<file path="src/rtl/sar_search.sv">
// Successive-approximation search engine that locates an unknown value by
// driving probes into an external magnitude comparator and reading back gt/lt/eq.
module sar_search #(
  parameter int WORD = 16,
  parameter int CNTW = 8
) (
  input  logic            clk,
  input  logic            rst,
  input  logic            start,
  input  logic            cmp_gt,
  input  logic            cmp_lt,
  input  logic            cmp_eq,
  output logic [WORD-1:0] probe,
  output logic            probe_valid,
  output logic            busy,
  output logic            done,
  output logic            found,
  output logic            err,
  output logic [WORD-1:0] result,
  output logic [CNTW-1:0] probes
);

  typedef enum logic [1:0] {
    IDLE,
    PROBE,
    DONE
  } state_t;

  localparam logic [WORD-1:0] MAX_VAL = '1;

  state_t          state;
  logic [WORD-1:0] low;
  logic [WORD-1:0] high;

  logic            flags_legal;
  logic [WORD-1:0] new_low;
  logic [WORD-1:0] new_high;

  // Midpoint in one extra bit so lo + span/2 can never wrap.
  function automatic logic [WORD-1:0] midpoint(input logic [WORD-1:0] lo,
                                               input logic [WORD-1:0] hi);
    logic [WORD:0] sum;
    sum = {1'b0, lo} + (({1'b0, hi} - {1'b0, lo}) >> 1);
    return sum[WORD-1:0];
  endfunction

  // new_low/new_high are only consumed when probe < high / probe > low,
  // so neither increment nor decrement can wrap where it matters.
  always_comb begin
    flags_legal = $onehot({cmp_gt, cmp_lt, cmp_eq});
    new_low     = probe + 1'b1;
    new_high    = probe - 1'b1;
  end

  // NOTE: every register in this block uses <= so all updates within one
  // edge see the pre-edge values of probe, low, high and probes.
  always_ff @(posedge clk) begin
    if (rst) begin
      state       <= IDLE;
      low         <= '0;
      high        <= '0;
      probe       <= '0;
      probe_valid <= 1'b0;
      busy        <= 1'b0;
      done        <= 1'b0;
      found       <= 1'b0;
      err         <= 1'b0;
      result      <= '0;
      probes      <= '0;
    end else begin
      case (state)
        IDLE: begin
          done <= 1'b0;
          if (start) begin
            low         <= '0;
            high        <= MAX_VAL;
            probe       <= MAX_VAL >> 1;
            probes      <= CNTW'(1);
            found       <= 1'b0;
            err         <= 1'b0;
            result      <= '0;
            probe_valid <= 1'b1;
            busy        <= 1'b1;
            state       <= PROBE;
          end
        end

        PROBE: begin
          if (!flags_legal) begin
            err         <= 1'b1;
            found       <= 1'b0;
            probe_valid <= 1'b0;
            done        <= 1'b1;
            state       <= DONE;
          end else if (cmp_eq) begin
            found       <= 1'b1;
            result      <= probe;
            probe_valid <= 1'b0;
            done        <= 1'b1;
            state       <= DONE;
          end else if (cmp_gt) begin
            if (probe == high) begin
              probe_valid <= 1'b0;
              done        <= 1'b1;
              state       <= DONE;
            end else begin
              low    <= new_low;
              probe  <= midpoint(new_low, high);
              probes <= probes + CNTW'(1);
            end
          end else begin
            // Only cmp_lt can be set here; probe == low also covers probe == 0.
            if (probe == low) begin
              probe_valid <= 1'b0;
              done        <= 1'b1;
              state       <= DONE;
            end else begin
              high   <= new_high;
              probe  <= midpoint(low, new_high);
              probes <= probes + CNTW'(1);
            end
          end
        end

        DONE: begin
          done  <= 1'b0;
          busy  <= 1'b0;
          state <= IDLE;
        end

        default: begin
          probe_valid <= 1'b0;
          busy        <= 1'b0;
          done        <= 1'b0;
          state       <= IDLE;
        end
      endcase
    end
  end

endmodule
</file>
<file path="config.mk">
export PLATFORM = sky130hd
export DESIGN_NAME = sar_search
export DESIGN_NICKNAME = d
export VERILOG_FILES = /design/src/rtl/sar_search.sv
export SDC_FILE = /design/constraint.sdc
export NUM_CORES = 1
export LEC_CHECK = 0
export CAP_MARGIN = 30
export CORE_UTILIZATION = 50
export CTS_CLUSTER_DIAMETER = 30
export DETAILED_ROUTE_END_ITERATION = 6
export GPL_ROUTABILITY_DRIVEN = 1
export PLACE_DENSITY = 0.8
export SLEW_MARGIN = 20
export SYNTH_ARGS = -nofsm -noshare
export SYNTH_HDL_FRONTEND = slang
export SYNTH_SLANG_ARGS = --single-unit
export TNS_END_PERCENT = 30
</file>
<file path="constraint.sdc">
create_clock -name clk -period 10.79 [get_ports clk]
set_input_delay 2.158 -clock clk [delete_from_list [all_inputs] [get_ports clk]]
set_output_delay 2.158 -clock clk [all_outputs]
set_load 0.01 [all_outputs]
</file>
==> results by group, run 1 <==
STA
  • Count of pins over their slew limit: 0
  • TNS Setup: 0 ns
  • Worst Skew: 0.009475 ns
  • FMAX: 179.7 MHz
  • Tightest Pin Transition: 0.8818 ns
  • Final hold vios: 0
  • RSZ-0062 raised after global routing: false
  • Final Setup Violations: 0
  • Fin crit share: 51.59%
  • Worst slew margin: 41.21%
  • Minimum clock period: 5.566 ns

Global route
  • GRT Util Overall: 27.45%
  • Largest net degree at the start of global routing: 61
  • Initial antenna violation count: 0
  • Number of global-route vias before repair: 6168
  • First-pass GRT wire length: 30960 um
  • Grt ovf: 0

Worst setup path
  • Worst Path Arrival: 5.83 ns
  • WS Path Type: in -> reg
  • Worst path required time: 11.06 ns
  • Worst-path fanout max: 29
  • Crit path cell chain: clkdlybuf4s50_1 -> buf_4 -> clkinv_1 -> fa_1 -> nor2b_1 -> nand3_1 -> a21oi_1 -> a21boi_2 -> buf_4 -> nand2_1 -> nor2_1 -> nand2_1 -> o21ai_1
  • Delay-heaviest family, CP: buffers and inverters
  • Nature of the critical path endpoint: register
  • Crit start category: input port
  • Critical path's largest stage delay: 0.55 ns
  • Worst path slowest cell: fa_1
  • Buf/Inv on CP: 4

Synth
  • Seq cells post-synth: 79
  • YS warnings: 0
  • Area contributors post-synth: dfxtp_1 23%, ha_1 13%, xor2_1 7.7%, xnor2_1 6.0%, nor2_1 4.7%
  • Synth cell types: 64
  • Cells after synthesis: 879
  • Synth top area share: 23.18%
  • Net count after synthesis: 960
  • Post-synth top area cell: dfxtp_1
  • Sequential element share of the synthesized area: 23.18%
  • Synthesized area per cell: 7.762 um^2
  • Synthesized area: 6823 um^2
  • Post-synth EDFFs: 0
  • List of most frequent post-synthesis cells: 86 x nor2_1, 79 x dfxtp_1, 70 x ha_1
  • Most common cell in the netlist: nor2_1
  • Ys async rst share: 0%
  • Main synth FF type: dfxtp_1

Placed design
  • Cell Area, Placed: 7420 um^2
  • Routability cong.: 0.9222
  • Buffers on Ports: 50
  • Post-DP HPWL: 14040 um

Pwr
  • Pwr/cell area: 215.9 nW/um^2
  • Peak supply drop: 0.0001240 V
  • LEAKAGE: 3.265 nW

Routing
  • Vias per cell: 5.971
  • Wire per inst: 17.55 um
  • Remaining DRCs: 0
  • Initial DRC Count: 567
  • Final wirelength: 19060 um
  • DRT Pass-1 Iters: 5
  • Vias: 6484
  • Final ANT Viol Nets: 0

Clock tree
  • Post-CTS Hold Buffers: 0
  • Clock transition at path regs: 0.07 ns
  • H-tree Lvls: 3
  • Clock Sinks: 79
  • Clock buffer depth: 2
  • Postcts setup bufs: 0
  • TritonCTS clock tree: built
  • Number of CTS-inserted buffers: 9
  • CTS root buf: clkbuf_16
  • Clock Latency Late Sink: 0.35 ns
  • Post-CTS sizing: 0

Status
  • Status: finished clean

Floorplan
  • Top Ports: 51
  • Die area: 14120 um^2
  • Initial Util: 51.32%
  • Die W: 118.8 um
  • Core Rows: 42
  • Core area: 13300 um^2
  • Die H: 118.8 um

Layout
  • Fill cell count: 1206
  • # diodes: 0
  • Layout cells sized above 1: 4.505%
  • Final instance area: 7762 um^2
  • Final Core Density: 58.39%
  • Synthesis-to-finish area growth: 13.77%
  • Fin nets: 986

Min path
  • Worst min path class: reg -> reg

Flow run
  • Max Cap Violations: 0
placed cells by master, fill, tap and decap left out, drive strengths merged, types with 6 or more instances in the layout:
cell / netlist / routed
nor3: 57 / 57
xnor2: 48 / 48
a31oi: 9 / 9
nand4: 9 / 9
and3: 10 / 10
clkbuf: 29 / 9
a21oi: 62 / 62
nor2b: 26 / 26
o21a: 11 / 11
nand3: 41 / 41
a21o: 12 / 12
nor4: 13 / 13
ha: 70 / 70
o21ai: 26 / 26
inv: 51 / 53
nand2b: 11 / 11
xor2: 60 / 60
clkdlybuf4s50: 0 / 49
buf: 11 / 6
dfxtp: 79 / 79
nor2: 86 / 86
a211oi: 23 / 23
nand2: 59 / 59
sequential cells by signal, summed over array words and instances, names as in the netlist:
register / cells
state: 2
low: 16
busy: 1
result: 16
probe_valid: 1
done: 1
found: 1
err: 1
high: 16
probes: 8
probe: 16
metal layers:
metal / GRT usage (%) / wire [um] / up-vias
li1: - / - / 3148
met1: 33.80 / 8209 / 3041
met2: 44.66 / 8819 / 237
met3: 4.741 / 1124 / 58
met4: 16.69 / 907 / 0
met5: 0 / 0 / -
final timing paths:
kind                                 end  slack [ns]                  start  cells after the start
setup / recovery    low[13]$_SDFFE_PP0P_        5.22                 cmp_gt                     13
hold / removal         done$_SDFFE_PP0P_        0.45      done$_SDFFE_PP0P_                      2
setup reg to reg  probe[15]$_SDFFE_PP0P_        5.25  probe[2]$_SDFFE_PP0P_                     20
hold reg to reg        done$_SDFFE_PP0P_        0.45      done$_SDFFE_PP0P_                      2
cell families (layout without fill, tap and decap cells):
logic type	count (synthesis)	count (layout)	synth area share [%]
adders and majority gates	75	75	14.30
DFF	79	79	23.18
AOI/OAI and AO/OA	188	188	18.47
muxes	4	4	0.5869
buffers and inverters	92	123	5.226
and+or+nand+nor	333	333	24.10
xor gates and xnor gates	108	108	14.14
report_power, final:
part           switching (mW)  internal [mW]
Clock                   0.142          0.206
Sequential             0.0500          0.313
Combinational           0.554          0.410
Total                   0.746          0.930
metrics by stage:
stage | instances | hold WS, ns | worst slack, ns | power [mW]
2_1_floorplan | 879 | 0.4437 | 5.986 | 1.078
3_3_place_gp | 1069 | 0.4344 | 5.105 | 1.288
3_5_place_dp | 1069 | 0.4449 | 5.060 | 1.300
4_1_cts | 1085 | 0.4548 | 5.303 | 1.657
5_1_grt | 1086 | 0.4684 | 4.856 | 1.785
6_report | 1086 | 0.4521 | 5.224 | 1.676
area by class of cell:
| class | count | area [um^2] | area share [%] |
|---|---|---|---|
| inverter | 52 | 195.2 | 2.515 |
| timing repair buffer | 55 | 536.8 | 6.915 |
| multi-input combinational | 708 | 4900 | 63.12 |
| tap | 176 | 220.2 | 2.837 |
| clock inverter | 7 | 103.9 | 1.338 |
| clock buffer | 9 | 225.2 | 2.901 |
| sequential | 79 | 1582 | 20.37 |
worst reg2reg max path, cell delays in order (launching register included):
cell and delay [ns]:
dfxtp_1 0.66, nand3_1 0.34, or3_1 0.48, xnor2_1 0.24
inv_1 0.07, ha_1 0.21, or4_1 0.55, o22ai_2 0.21
o21bai_1 0.09, a211oi_1 0.24, nor2_1 0.06, ha_1 0.34
and2_1 0.19, a221o_1 0.37, a22oi_1 0.23, nand3_1 0.17
nor4b_1 0.18, a311oi_1 0.26, xnor2_1 0.17, nor4_1 0.06
a311o_1 0.29
Power figures use the tool's default switching activity.
==> inputs of run 2 (changes only) <==
- clock period: 10.79 -> 5.2 ns (I/O delays scaled with it)
==> run 2 against run 1 <==
  * Register-to-register slack worse by 5.0 ns
  * Sequential share of layout area fell by 0.45 points
  * Combinational power up 110%
  * Critical endpoint is now probe[15]$_SDFFE_PP0P_
  * Critical path depth increased by 10
  * Count of clock-buffer cells in the layout increased by 3
  * Global-route usage about the same
  * Setup slack got worse by 4.9 ns
  * Clock skew is 0.0023 ns higher
  * Sequential cell count stayed put
  * Largest power group unchanged
  * Die area did not move
==> results by group, run 2 (synthesis gave the netlist of run 1 again) <==
Worst setup path
  • Buf/Inv on CP: 4
  • Worst Path Arrival: 5.14 ns
  • Worst path most repeated cell: ha_1
  • Critical path's largest stage delay: 0.44 ns
  • Worst path slowest cell: or4_4
  • R2R Setup Slk: 0.30 ns
  • Worst-path fanout max: 7
  • Crit start category: register
  • Delay-heaviest family, CP: compound AO/OA/AOI/OAI gates
  • WS Path Type: reg -> reg
  • Worst path required time: 5.43 ns
  • Crit path cell chain: buf_4 -> inv_1 -> ha_1 -> inv_2 -> ha_1 -> nor2b_1 -> o21ai_1 -> a21boi_1 -> or4_4 -> a41o_1 -> buf_4 -> o41ai_4 -> xnor2_1 -> ha_1 -> nand3_1 -> nor2_1 -> a22oi_2 -> nand3_1 -> nor4b_1 -> a311oi_1 -> xnor2_1 -> nor4_1 -> a311o_1
  • Nature of the critical path endpoint: register

Routing
  • Initial DRC Count: 574
  • Remaining DRCs: 0
  • DRT Pass-1 Iters: 5
  • Vias per cell: 5.922
  • Vias: 6567
  • Final wirelength: 19240 um
  • Wire per inst: 17.35 um
  • Final ANT Viol Nets: 0

Pwr
  • Pwr/cell area: 423.9 nW/um^2
  • Peak supply drop: 0.0002044 V
  • Switching Power: 1.501 mW
  • Reg power frac: 21.5%
  • LEAKAGE: 3.368 nW
  • Internal: 1.868 mW
  • Clock share of power: 17.2%
  • Sw frac: 44.55%
  • PnR Total Power: 3.370 mW
  • Combinational power share: 61.3%

Placed design
  • Buffers on Ports: 50
  • Routability cong.: 0.9385
  • Cell Area, Placed: 7590 um^2
  • Post-DP HPWL: 14610 um

Global route
  • GRT Util Overall: 27.44%
  • Largest net degree at the start of global routing: 40
  • Grt ovf: 0
  • Number of global-route vias before repair: 6034
  • Initial antenna violation count: 0
  • First-pass GRT wire length: 30700 um

Min path
  • Worst min path class: reg -> reg

Flow run
  • Max Cap Violations: 0

Clock tree
  • Number of CTS-inserted buffers: 9
  • Post-CTS Hold Buffers: 0
  • H-tree Lvls: 3
  • Clock transition at path regs: 0.06 ns
  • TritonCTS clock tree: built
  • Clock Sinks: 79
  • CTS root buf: clkbuf_16
  • Clock buffer depth: 2
  • Clock Latency Late Sink: 0.35 ns

Floorplan
  • Core Rows: 42
  • Core area: 13300 um^2
  • Die W: 118.8 um
  • Initial Util: 51.32%
  • Die H: 118.8 um
  • Die area: 14120 um^2
  • Top Ports: 51

STA
  • Fin crit share: 94.26%
  • FMAX: 204.0 MHz
  • Final Setup Violations: 0
  • Tightest Pin Transition: 0.8935 ns
  • Minimum clock period: 4.902 ns
  • Count of pins over their slew limit: 0
  • Final hold vios: 0
  • Worst Skew: 0.01180 ns
  • TNS Setup: 0 ns
  • Worst slew margin: 40.09%

Layout
  • Fill cell count: 1165
  • Most frequent cells in the layout: 86 x nor2_1, 77 x dfxtp_1, 70 x ha_1, 60 x a21oi_1, 60 x xor2_1
  • Final instance area: 7950 um^2
  • # diodes: 0
  • Synthesis-to-finish area growth: 16.52%
  • Commonest non-fill, non-tap cell in the layout: nor2_1
  • Final Core Density: 59.80%
  • Layout cells sized above 1: 7.503%
  • Fin nets: 1010

Status
  • Status: finished clean
[run 2: layer usage]
layer  vias up  share of wire [%]  track usage, %
met4         0                4.7           13.53
met5         -                  0               0
met3        58                5.8           5.268
met2       255                 46           44.52
li1       3194                  -               -
met1      3060                 43           34.79
[run 2: timing repair]
action                                  CTS  global route
gates resized for setup                   0            17
setup buffers                             0             2
endpoints found under the setup margin    0             1
[run 2: power groups by stage]
stage	Clock, mW	Sequential (mW)	Combinational [mW]
final	0.580	0.724	2.07
after floorplan	0	0.709	1.53
after detailed placement	0	0.733	1.98
after CTS	0.576	0.720	2.00
after global placement	0	0.732	1.93
after global routing	0.603	0.730	2.27
[run 2: final timing paths]
path	endpoint	cells after the start	from
worst min register to register	result[14]$_SDFFE_PP0P_	2	result[14]$_SDFFE_PP0P_
worst max-delay path	probe[15]$_SDFFE_PP0P_	23	probe[1]$_SDFFE_PP0P_
worst min-delay path	result[14]$_SDFFE_PP0P_	2	result[14]$_SDFFE_PP0P_
worst max register to register	probe[15]$_SDFFE_PP0P_	23	probe[1]$_SDFFE_PP0P_
[run 2: cell type report]
type / instances / area (um^2) / share of cell area [%]
clock buffer: 12 / 236.5 / 2.975
tap: 176 / 220.2 / 2.770
multi-input combinational: 708 / 4972 / 62.54
sequential: 79 / 1584 / 19.92
timing repair buffer: 79 / 720.7 / 9.065
inverter: 52 / 195.2 / 2.455
clock inverter: 3 / 21.27 / 0.2675
[run 2: worst min-delay path, cell delays in order, from the launching register on]
cell and delay (ns):
dfxtp_1 0.31, nand2_1 0.05, a21oi_1 0.05
[run 2: metrics by stage]
| stage | worst slack, ns | std cells | hold slack, ns |
|---|---|---|---|
| floorplan | 0.3965 | 879 | 0.4437 |
| global placement | 0.08698 | 1091 | 0.4353 |
| detailed placement | 0.08307 | 1092 | 0.4451 |
| CTS | 0.03413 | 1107 | 0.4550 |
| global route | -0.002108 | 1109 | 0.4663 |
| finish | 0.2985 | 1109 | 0.4539 |
